[config.mk]
export PLATFORM = sky130hd
export DESIGN_NAME = rref_matrix_loader
export DESIGN_NICKNAME = d
export VERILOG_FILES = /design/src/rtl/rref_pkg.sv /design/src/rtl/rref_matrix_loader.sv
export SDC_FILE = /design/constraint.sdc
export NUM_CORES = 1
export LEC_CHECK = 0
export CAP_MARGIN = 25
export CELL_PAD_IN_SITES_DETAIL_PLACEMENT = 1
export CELL_PAD_IN_SITES_GLOBAL_PLACEMENT = 1
export CORE_AREA = 3 3 629 631
export CTS_CLUSTER_DIAMETER = 120
export CTS_CLUSTER_SIZE = 8
export DETAILED_ROUTE_END_ITERATION = 12
export DIE_AREA = 0 0 632 634
export GPL_TIMING_DRIVEN = 1
export PLACE_DENSITY_LB_ADDON = 0.08
export SYNTH_ARGS = -nofsm -noshare
export SYNTH_HDL_FRONTEND = slang
export SYNTH_SLANG_ARGS = --single-unit
[constraint.sdc]
create_clock -name clk -period 4.1 [get_ports clk]
set_input_delay 1.025 -clock clk [delete_from_list [all_inputs] [get_ports clk]]
set_output_delay 1.025 -clock clk [all_outputs]
set_load 0.01 [all_outputs]
[src/rtl/rref_pkg.sv]
// Shared definitions for the Gauss-Jordan inversion front end: operand geometry,
// loader state encoding and the identity operand used when B is not streamed.
package rref_pkg;

    localparam int RREF_N      = 5;
    localparam int RREF_WORD_W = 32;
    localparam int RREF_NELEM  = RREF_N * RREF_N;
    localparam int RREF_FLAT_W = RREF_NELEM * RREF_WORD_W;

    typedef enum logic [1:0] {
        ST_FILL_A = 2'd0,
        ST_FILL_B = 2'd1,
        ST_HOLD   = 2'd2
    } rref_state_e;

    // Diagonal words sit every RREF_N+1 words in the row-major packing.
    function automatic logic [RREF_FLAT_W-1:0] rref_identity();
        logic [RREF_FLAT_W-1:0] v;
        v = '0;
        for (int r = 0; r < RREF_N; r++) begin
            v[RREF_WORD_W*(r*(RREF_N+1)) +: RREF_WORD_W] = RREF_WORD_W'(1);
        end
        return v;
    endfunction

endpackage

[src/rtl/rref_matrix_loader.sv]
// Streams row-major matrix elements into the A (and optionally B) operands of the
// combinational 5x5 inversion stage, holds them while it settles, then hands off.
module rref_matrix_loader
    import rref_pkg::*;
#(
    parameter bit LOAD_B        = 1'b0,
    parameter int SETTLE_CYCLES = 4
) (
    input  logic                   clk,
    input  logic                   rst_n,
    input  logic                   in_valid,
    input  logic [RREF_WORD_W-1:0] in_data,
    input  logic                   in_last,
    output logic                   in_ready,
    output logic [RREF_FLAT_W-1:0] a_flat,
    output logic [RREF_FLAT_W-1:0] b_flat,
    output logic                   mat_valid,
    input  logic                   mat_ack,
    output logic                   frame_err,
    output logic                   zero_pivot
);

    localparam logic [4:0] LAST_IDX = 5'(RREF_NELEM - 1);
    localparam logic [8:0] SETTLE_W = 9'(SETTLE_CYCLES);

    rref_state_e            r_state;
    logic [4:0]             r_idx;
    logic [7:0]             r_cnt;
    logic [RREF_FLAT_W-1:0] r_a;
    logic [RREF_FLAT_W-1:0] r_b;
    logic                   r_mat_valid;
    logic                   r_frame_err;
    logic                   r_zero_pivot;

    logic                   w_accept;
    logic                   w_word_last;
    logic                   w_frame_end;
    logic                   w_bad;
    logic [8:0]             w_cnt_next;

    // NOTE: in_ready is a pure decode of the state register so the upstream
    // handshake never sees a path from in_valid back to in_ready.
    assign in_ready    = (r_state != ST_HOLD);
    assign w_accept    = in_valid && in_ready;
    assign w_word_last = (r_idx == LAST_IDX);
    assign w_frame_end = w_word_last && ((r_state == ST_FILL_B) || !LOAD_B);
    assign w_bad       = (in_last != w_frame_end);
    assign w_cnt_next  = {1'b0, r_cnt} + 9'd1;

    assign a_flat     = r_a;
    assign b_flat     = LOAD_B ? r_b : rref_identity();
    assign mat_valid  = r_mat_valid;
    assign frame_err  = r_frame_err;
    assign zero_pivot = r_zero_pivot;

    always_ff @(posedge clk or negedge rst_n) begin
        if (!rst_n) begin
            r_state      <= ST_FILL_A;
            r_idx        <= '0;
            r_cnt        <= '0;
            // NOTE: the operand registers are reset too, because a_flat must read
            // as all-zero out of reset rather than whatever the flops power up to.
            r_a          <= '0;
            r_b          <= '0;
            r_mat_valid  <= 1'b0;
            r_frame_err  <= 1'b0;
            r_zero_pivot <= 1'b0;
        end else begin
            r_frame_err <= 1'b0;
            case (r_state)
                ST_FILL_A, ST_FILL_B: begin
                    if (w_accept) begin
                        if (r_state == ST_FILL_A) begin
                            r_a[RREF_WORD_W*r_idx +: RREF_WORD_W] <= in_data;
                        end else begin
                            r_b[RREF_WORD_W*r_idx +: RREF_WORD_W] <= in_data;
                        end
                        // A misframed element is still stored; the partial frame is
                        // simply overwritten by the next one.
                        if (w_bad) begin
                            r_frame_err <= 1'b1;
                            r_state     <= ST_FILL_A;
                            r_idx       <= '0;
                        end else if (w_frame_end) begin
                            r_state      <= ST_HOLD;
                            r_idx        <= '0;
                            r_cnt        <= '0;
                            r_zero_pivot <= (r_a[RREF_WORD_W-1:0] == '0);
                        end else if (w_word_last) begin
                            r_state <= ST_FILL_B;
                            r_idx   <= '0;
                        end else begin
                            r_idx <= r_idx + 5'd1;
                        end
                    end
                end
                ST_HOLD: begin
                    if (r_mat_valid) begin
                        if (mat_ack) begin
                            r_mat_valid <= 1'b0;
                            r_state     <= ST_FILL_A;
                            r_idx       <= '0;
                        end
                    end else begin
                        r_cnt <= w_cnt_next[7:0];
                        if (w_cnt_next == SETTLE_W) begin
                            r_mat_valid <= 1'b1;
                        end
                    end
                end
                default: begin
                    r_state <= ST_FILL_A;
                end
            endcase
        end
    end

endmodule

==> impl_metrics.csv, run 1 <==
group,metric,value,unit
timing,period_needed,3.49,ns
floorplanning,fp.coreArea,390000,µm²
grt,antenna_found_initial,29,
cells_and_area,drive_above_1_share,12.3,%
timing,timing.hold.ws,0.228,ns
timing,tns,0,ns
worst_setup_path,cp.arrival,4.15,ns
worst_setup_path,reg2reg_depth,10,
timing,tightestPinTransition,0.958,ns
timing,rsz0062_at_grt,"no",
cells_and_area,layout_common_cells,"939 x nand2_1, 817 x dfrtp_1, 816 x clkdlybuf4s50_1",
cells_and_area,final_common_cell,"nand2_1",
worst_setup_path,required,4.76,ns
pwr,irDropWorstVdd,372,µV
cells_and_area,finalNonFillerCells,9923,
clock_network,root_buffer,"clkbuf_16",
clock_network,worstSkewPairLatency,0.83,ns
drt,ant_nets,0,
drt,first_pass_iters,5,
timing,timing.final.hold_violations,0,
worst_setup_path,crit_type,"reg2reg",
logic_synthesis,synth_area,38300,µm²
logic_synthesis,synthFlopType,"dfrtp_1",
logic_synthesis,avgSynthCellArea,9.92,µm²
grt,grt_max_degree,93,
logic_synthesis,yosys_warnings,0,
pwr,cellLeakagePower,22.3,nW
logic_synthesis,synth_adder_area_share,0.163,%
floorplanning,placement_rows,229,
job,drv_cap,0,
placed_design,hpwl,176,mm
placed_design,io_buffers,840,
worst_setup_path,reg2reg_slack,0.61,ns
timing,finalMaxSlewViolations,0,
drt,drc,0,
clock_network,postCtsHoldBufs,0,
clock_network,cts-resized-gates,0,
clock_network,post_cts_buffers,0,
grt,overflow,0,
floorplanning,die_area,401000,µm²
floorplanning,ioPinCount,1641,
drt,drt-wirelength-per-cell,24.7,µm
drt,wirelength,245,mm
worst_setup_path,critPathMaxFanout,32,
worst_setup_path,end_kind,"flop",
grt,grt_usage,11.7,%
drt,vias,28400,
drt,viasPerCell,2.86,
logic_synthesis,synth_top_family_by_area,"buffers and inverters",
cells_and_area,fin_nets,4740,
worst_hold_path,hold_path.class,"in2async",
logic_synthesis,synth_compound_area_share,9.37,%
timing,relSlewSlack,36.1,%
cells_and_area,area_growth,41.1,%
logic_synthesis,synthSimpleGateAreaFrac,11.8,%
clock_network,numCtsBuffers,120,
placed_design,pre_cts_slack,0.407,ns
timing,fin_ws,0.612,ns
clock_network,cts_max_level,3,
timing,skew,0.0568,ns
placed_design,place.gp.congestion,0.674,
logic_synthesis,ys_async_sr_fraction,100,%
grt,grt_pass1_wl,315,mm
worst_setup_path,reg2reg_from,"r_idx[1]",
worst_setup_path,reg2reg_to,"a_flat[460]",
clock_network,cts.sinks,817,
floorplanning,initial_core_util,9.82,%
logic_synthesis,synth_cell_type_count,45,
worst_setup_path,timing.critical_path.from_type,"flop",
outcome,status,"finished, final reports clean",
timing,setup_viol,0,
clock_network,path_clk_slew,0.06,ns
placed_design,place_inst,9773,
logic_synthesis,synth_edf_count,0,
drt,drtIter0Drc,1270,
pwr,power_density,421,nW/µm²
clock_network,cts_tree,"done",
timing,period_share,85.1,%
logic_synthesis,synth_cells,3857,
grt,grt_pass1_vias,29500,
logic_synthesis,seq_area_frac_synth,53.4,%
logic_synthesis,synthMuxAreaShare,6.68,%
logic_synthesis,ys_seq_elements,817,
clock_network,cts_max_path_buffers,4,
logic_synthesis,synth_xor_area_share,0.0883,%
floorplanning,die_x,632,µm
floorplanning,die_h,634,µm
timing,max_clock_freq,287,MHz
## synth_stat cells, drive strengths merged (9+ instances only)
cell type  count  area share, %
nand3         51           0.67
a21o          18           0.35
clkbuf       235            2.3
dfrtp        817             53
nand4         19           0.34
nor3          13           0.23
buf          829             16
nor2          28           0.27
nor4          32           0.52
o21ai        405            5.3
mux2         227            6.7
nand2        948            9.3
o31ai        162            3.2
o41ai          9           0.21
## per-layer routing
metal / track usage [%] / up-vias / wire (µm)
met3: 4.22 / 179 / 21700
met5: 0 / - / 0
li1: - / 12800 / -
met4: 2.17 / 0 / 4120
met2: 19.8 / 1102 / 118000
met1: 14.4 / 14300 / 102000
## through the flow
stage / area [µm²] / util, % / power (mW)
floorplan: 41300 / - / 11.0
global placement: 50700 / 13.0 / 13.7
detailed placement: 50800 / 13.0 / 13.7
CTS: 54000 / 13.8 / 23.7
global route: 54000 / 13.8 / 24.0
finish: 54000 / 13.9 / 22.7
## worst max-delay path: stages (launching register included)
cell      delay (ns)
dfrtp_1         0.54
inv_1           0.08
ha_1            0.22
nand2b_1        0.14
nor2_1          0.09
ha_2            0.57
a21boi_4        0.34
buf_4           0.34
nand4_1         0.13
buf_4           0.32
mux2_2          0.39
## area by class of cell
type,count,area (µm²)
Antenna cell,15,37.5
Clock inverter,10,91.3
Clock buffer,125,3060
Tap cell,5197,6500
Inverter,8,30.0
Timing Repair Buffer,985,9770
Multi-Input combinational cell,2766,14100
Sequential cell,817,20400
Fill cell,45400,336000
## registers in the layout (all words and copies together), names as in the netlist
register,cells
mat_valid,1
r_cnt,8
r_state,1
r_idx,5
frame_err,1
a_flat,800
zero_pivot,1
## power by group
group	switching (mW)	total (mW)	internal [mW]	leakage, nW
combinational	3.55	4.77	1.22	9.46
sequential	0.214	8.52	8.31	11.3
clock	4.22	9.41	5.20	1.54
total	7.98	22.7	14.7	22.3
## cells by family (layout without fill, tap and decap cells)
group	count (synthesis)	after routing
other cells	2	815
flops	817	817
simple gates	1120	1120
compound gates	611	611
mux	227	227
buf+inv	1072	1128
fa+ha+maj	5	5
xor+xnor	3	3
## worst max path at each step
stage              from           to  slack [ns]  depth (start not counted)
6_report       r_idx[1]  a_flat[460]        0.61                         10
5_1_grt        r_idx[1]  a_flat[673]        0.39                          9
4_1_cts        r_idx[1]  a_flat[673]        0.52                          9
3_5_place_dp   in_valid  a_flat[725]        0.41                          7
3_3_place_gp   in_valid  a_flat[725]        0.41                          7
2_1_floorplan  r_idx[1]  a_flat[221]        1.09                         14
No activity file was read; power rests on OpenSTA's default activity.
==> inputs of run 2 (changes only) <==
--- a/config.mk
+++ b/config.mk
@@ -8,11 +8,11 @@
 export CAP_MARGIN = 25
 export CELL_PAD_IN_SITES_DETAIL_PLACEMENT = 1
 export CELL_PAD_IN_SITES_GLOBAL_PLACEMENT = 1
-export CORE_AREA = 3 3 629 631
+export CORE_AREA = 3 3 642 644
 export CTS_CLUSTER_DIAMETER = 120
 export CTS_CLUSTER_SIZE = 8
 export DETAILED_ROUTE_END_ITERATION = 12
-export DIE_AREA = 0 0 632 634
+export DIE_AREA = 0 0 645 647
 export GPL_TIMING_DRIVEN = 1
 export PLACE_DENSITY_LB_ADDON = 0.08
 export SYNTH_ARGS = -nofsm -noshare
==> constraint.sdc (replaced) <==
create_clock -name clk -period 2.8 [get_ports clk]
set_input_delay 0.7 -clock clk [delete_from_list [all_inputs] [get_ports clk]]
set_output_delay 0.7 -clock clk [all_outputs]
set_load 0.01 [all_outputs]
==> impl_metrics.csv, run 2 (same netlist as run 1, synthesis figures left out) <==
group,metric,value,unit
outcome,status,"finished, final reports clean",
worst_setup_path,timing.critical_path.from_type,"flop",
pwr,power,34.3,mW
cells_and_area,area_growth,46.0,%
worst_setup_path,end_kind,"primary output",
clock_network,cts.sinks,817,
worst_hold_path,hold_path_end,"a_flat[788]",
grt,grt_pass1_vias,30300,
timing,setup_viol,0,
drt,vias,28900,
drt,drc,0,
clock_network,cts_max_path_buffers,4,
worst_setup_path,critPathTopFamily,"buffers and inverters",
placed_design,io_buffers,840,
drt,viasPerCell,2.82,
drt,first_pass_iters,4,
worst_setup_path,cp.buffers_inverters,1,
timing,finalMaxSlewViolations,0,
timing,relSlewSlack,34.0,%
pwr,cellLeakagePower,23.2,nW
floorplanning,initial_core_util,9.42,%
drt,ant_nets,0,
worst_setup_path,reg2reg_to,"a_flat[25]",
placed_design,hpwl,181,mm
pwr,irDropWorstVdd,481,µV
cells_and_area,fin_util,13.7,%
job,drv_cap,0,
floorplanning,die_area,417000,µm²
grt,grt_max_degree,110,
pwr,power_density,613,nW/µm²
cells_and_area,fin_nets,4821,
grt,grt_pass1_wl,322,mm
clock_network,cts_tree,"done",
worst_setup_path,critPathMaxFanout,2,
cells_and_area,drive_above_1_share,13.9,%
timing,skew,0.0600,ns
clock_network,root_buffer,"clkbuf_16",
drt,drtIter0Drc,1447,
worst_setup_path,path_cells,"clkdlybuf4s50_1",
clock_network,path_clk_slew,0.06,ns
floorplanning,die_h,647,µm
clock_network,worstSkewPairLatency,0.87,ns
worst_setup_path,reg2reg_from,"r_idx[0]",
cells_and_area,multi_input_area,14100,µm²
worst_setup_path,crit_type,"reg2out",
timing,tightestPinTransition,0.990,ns
drt,wirelength,250,mm
worst_setup_path,slowest_delay,0.61,ns
cells_and_area,fillers,47500,
worst_hold_path,whs_path_depth,2,
worst_hold_path,min-delay-start,"in_data[20]",
floorplanning,placement_rows,234,
clock_network,numCtsBuffers,122,
floorplanning,die_x,645,µm
floorplanning,fp.coreArea,406000,µm²
clock_network,cts_max_level,3,
timing,max_clock_freq,373,MHz
grt,grt_usage,11.5,%
grt,overflow,0,
cells_and_area,largest_reg_flops,800,
worst_setup_path,critical-path-slowest-cell,"clkdlybuf4s50_1",
worst_setup_path,cp.arrival,1.98,ns
placed_design,place.gp.congestion,0.678,
floorplanning,ioPinCount,1641,
grt,antenna_found_initial,33,
worst_setup_path,required,2.10,ns
cells_and_area,layout_common_cells,"938 x nand2_1, 817 x dfrtp_1, 801 x clkdlybuf4s50_1",
cells_and_area,seq_area,20400,µm²
worst_setup_path,reg2reg_slack,0.14,ns
drt,drt-wirelength-per-cell,24.4,µm
worst_hold_path,hold_path.class,"in2reg",
cells_and_area,final_common_cell,"nand2_1",
worst_setup_path,reg2reg_depth,12,
timing,period_share,95.7,%
timing,timing.final.hold_violations,0,
timing,period_needed,2.68,ns
timing,rsz0062_at_grt,"yes",
## run 2: cell count changes in the layout (fill, tap and decap cells not counted), sizes merged, moves of 2 or more
cell / before / now
buf: 169 / 248
diode: 15 / 17
clkbuf: 125 / 128
dlymetal6s2s: 0 / 2
dlygate4sd2: 0 / 10
bufinv: 0 / 3
clkdlybuf4s50: 816 / 801
## run 2: report_power, final
group	internal, mW	total, mW	switching (mW)
Clock	7.97	14.2	6.22
Sequential	12.2	12.5	0.302
Combinational	2.25	7.60	5.35
## run 2: cell type report
cell class	instances	area share (%)
inverters	8	0.0537
multi-input cells	2766	25.2
repair buffers	1064	20.0
diodes	17	0.0761
flip-flops and latches	817	36.6
well taps	5428	12.2
clock inverters	13	0.349
clock buffers	127	5.54
## run 2: worst max-delay path by stage
stage	start	endpoint	slack, ns	depth (start not counted)
after floorplan	r_idx[0]	a_flat[478]	-0.03	14
after global placement	in_valid	a_flat[45]	-0.60	8
after detailed placement	in_valid	a_flat[45]	-0.64	8
after CTS	a_flat[25]	a_flat[25]	0.004	1
after global routing	r_idx[0]	a_flat[415]	-0.02	11
final	a_flat[571]	a_flat[571]	0.12	1
## run 2: stage by stage
| stage | instances | setup slack, ns | area (µm²) | setup TNS, ns | hold WS, ns |
|---|---|---|---|---|---|
| 3_3_place_gp | 10100 | -0.596 | 52300 | -146.27 | 0.461 |
| 5_1_grt | 10200 | -0.0196 | 55800 | -0.0312 | 0.111 |
| 3_5_place_dp | 10100 | -0.639 | 52300 | -161.42 | 0.461 |
| 6_report | 10200 | 0.121 | 55900 | 0 | 0.172 |
| 4_1_cts | 10200 | 0.00369 | 55700 | 0 | 0.0540 |
| 2_1_floorplan | 4655 | -0.0284 | 41400 | -0.257 | 0.404 |
## run 2: routing by layer
layer	share of wire, %	track usage (%)	wire (µm)
met4	1.9	2.30	4670
met1	42	14.4	106000
met2	47	19.2	119000
met5	0	0	0
met3	8.3	3.91	20900
## run 2: repair_timing
action | 4_1_cts | 5_1_grt
hold endpoints to repair | 20 | 0
setup endpoints to repair | 246 | 40
cloned | 2 | 1
pin swaps | 1 | 1
resized for setup | 17 | 7
hold buffers | 1 | 0
setup buffers | 2 | 4
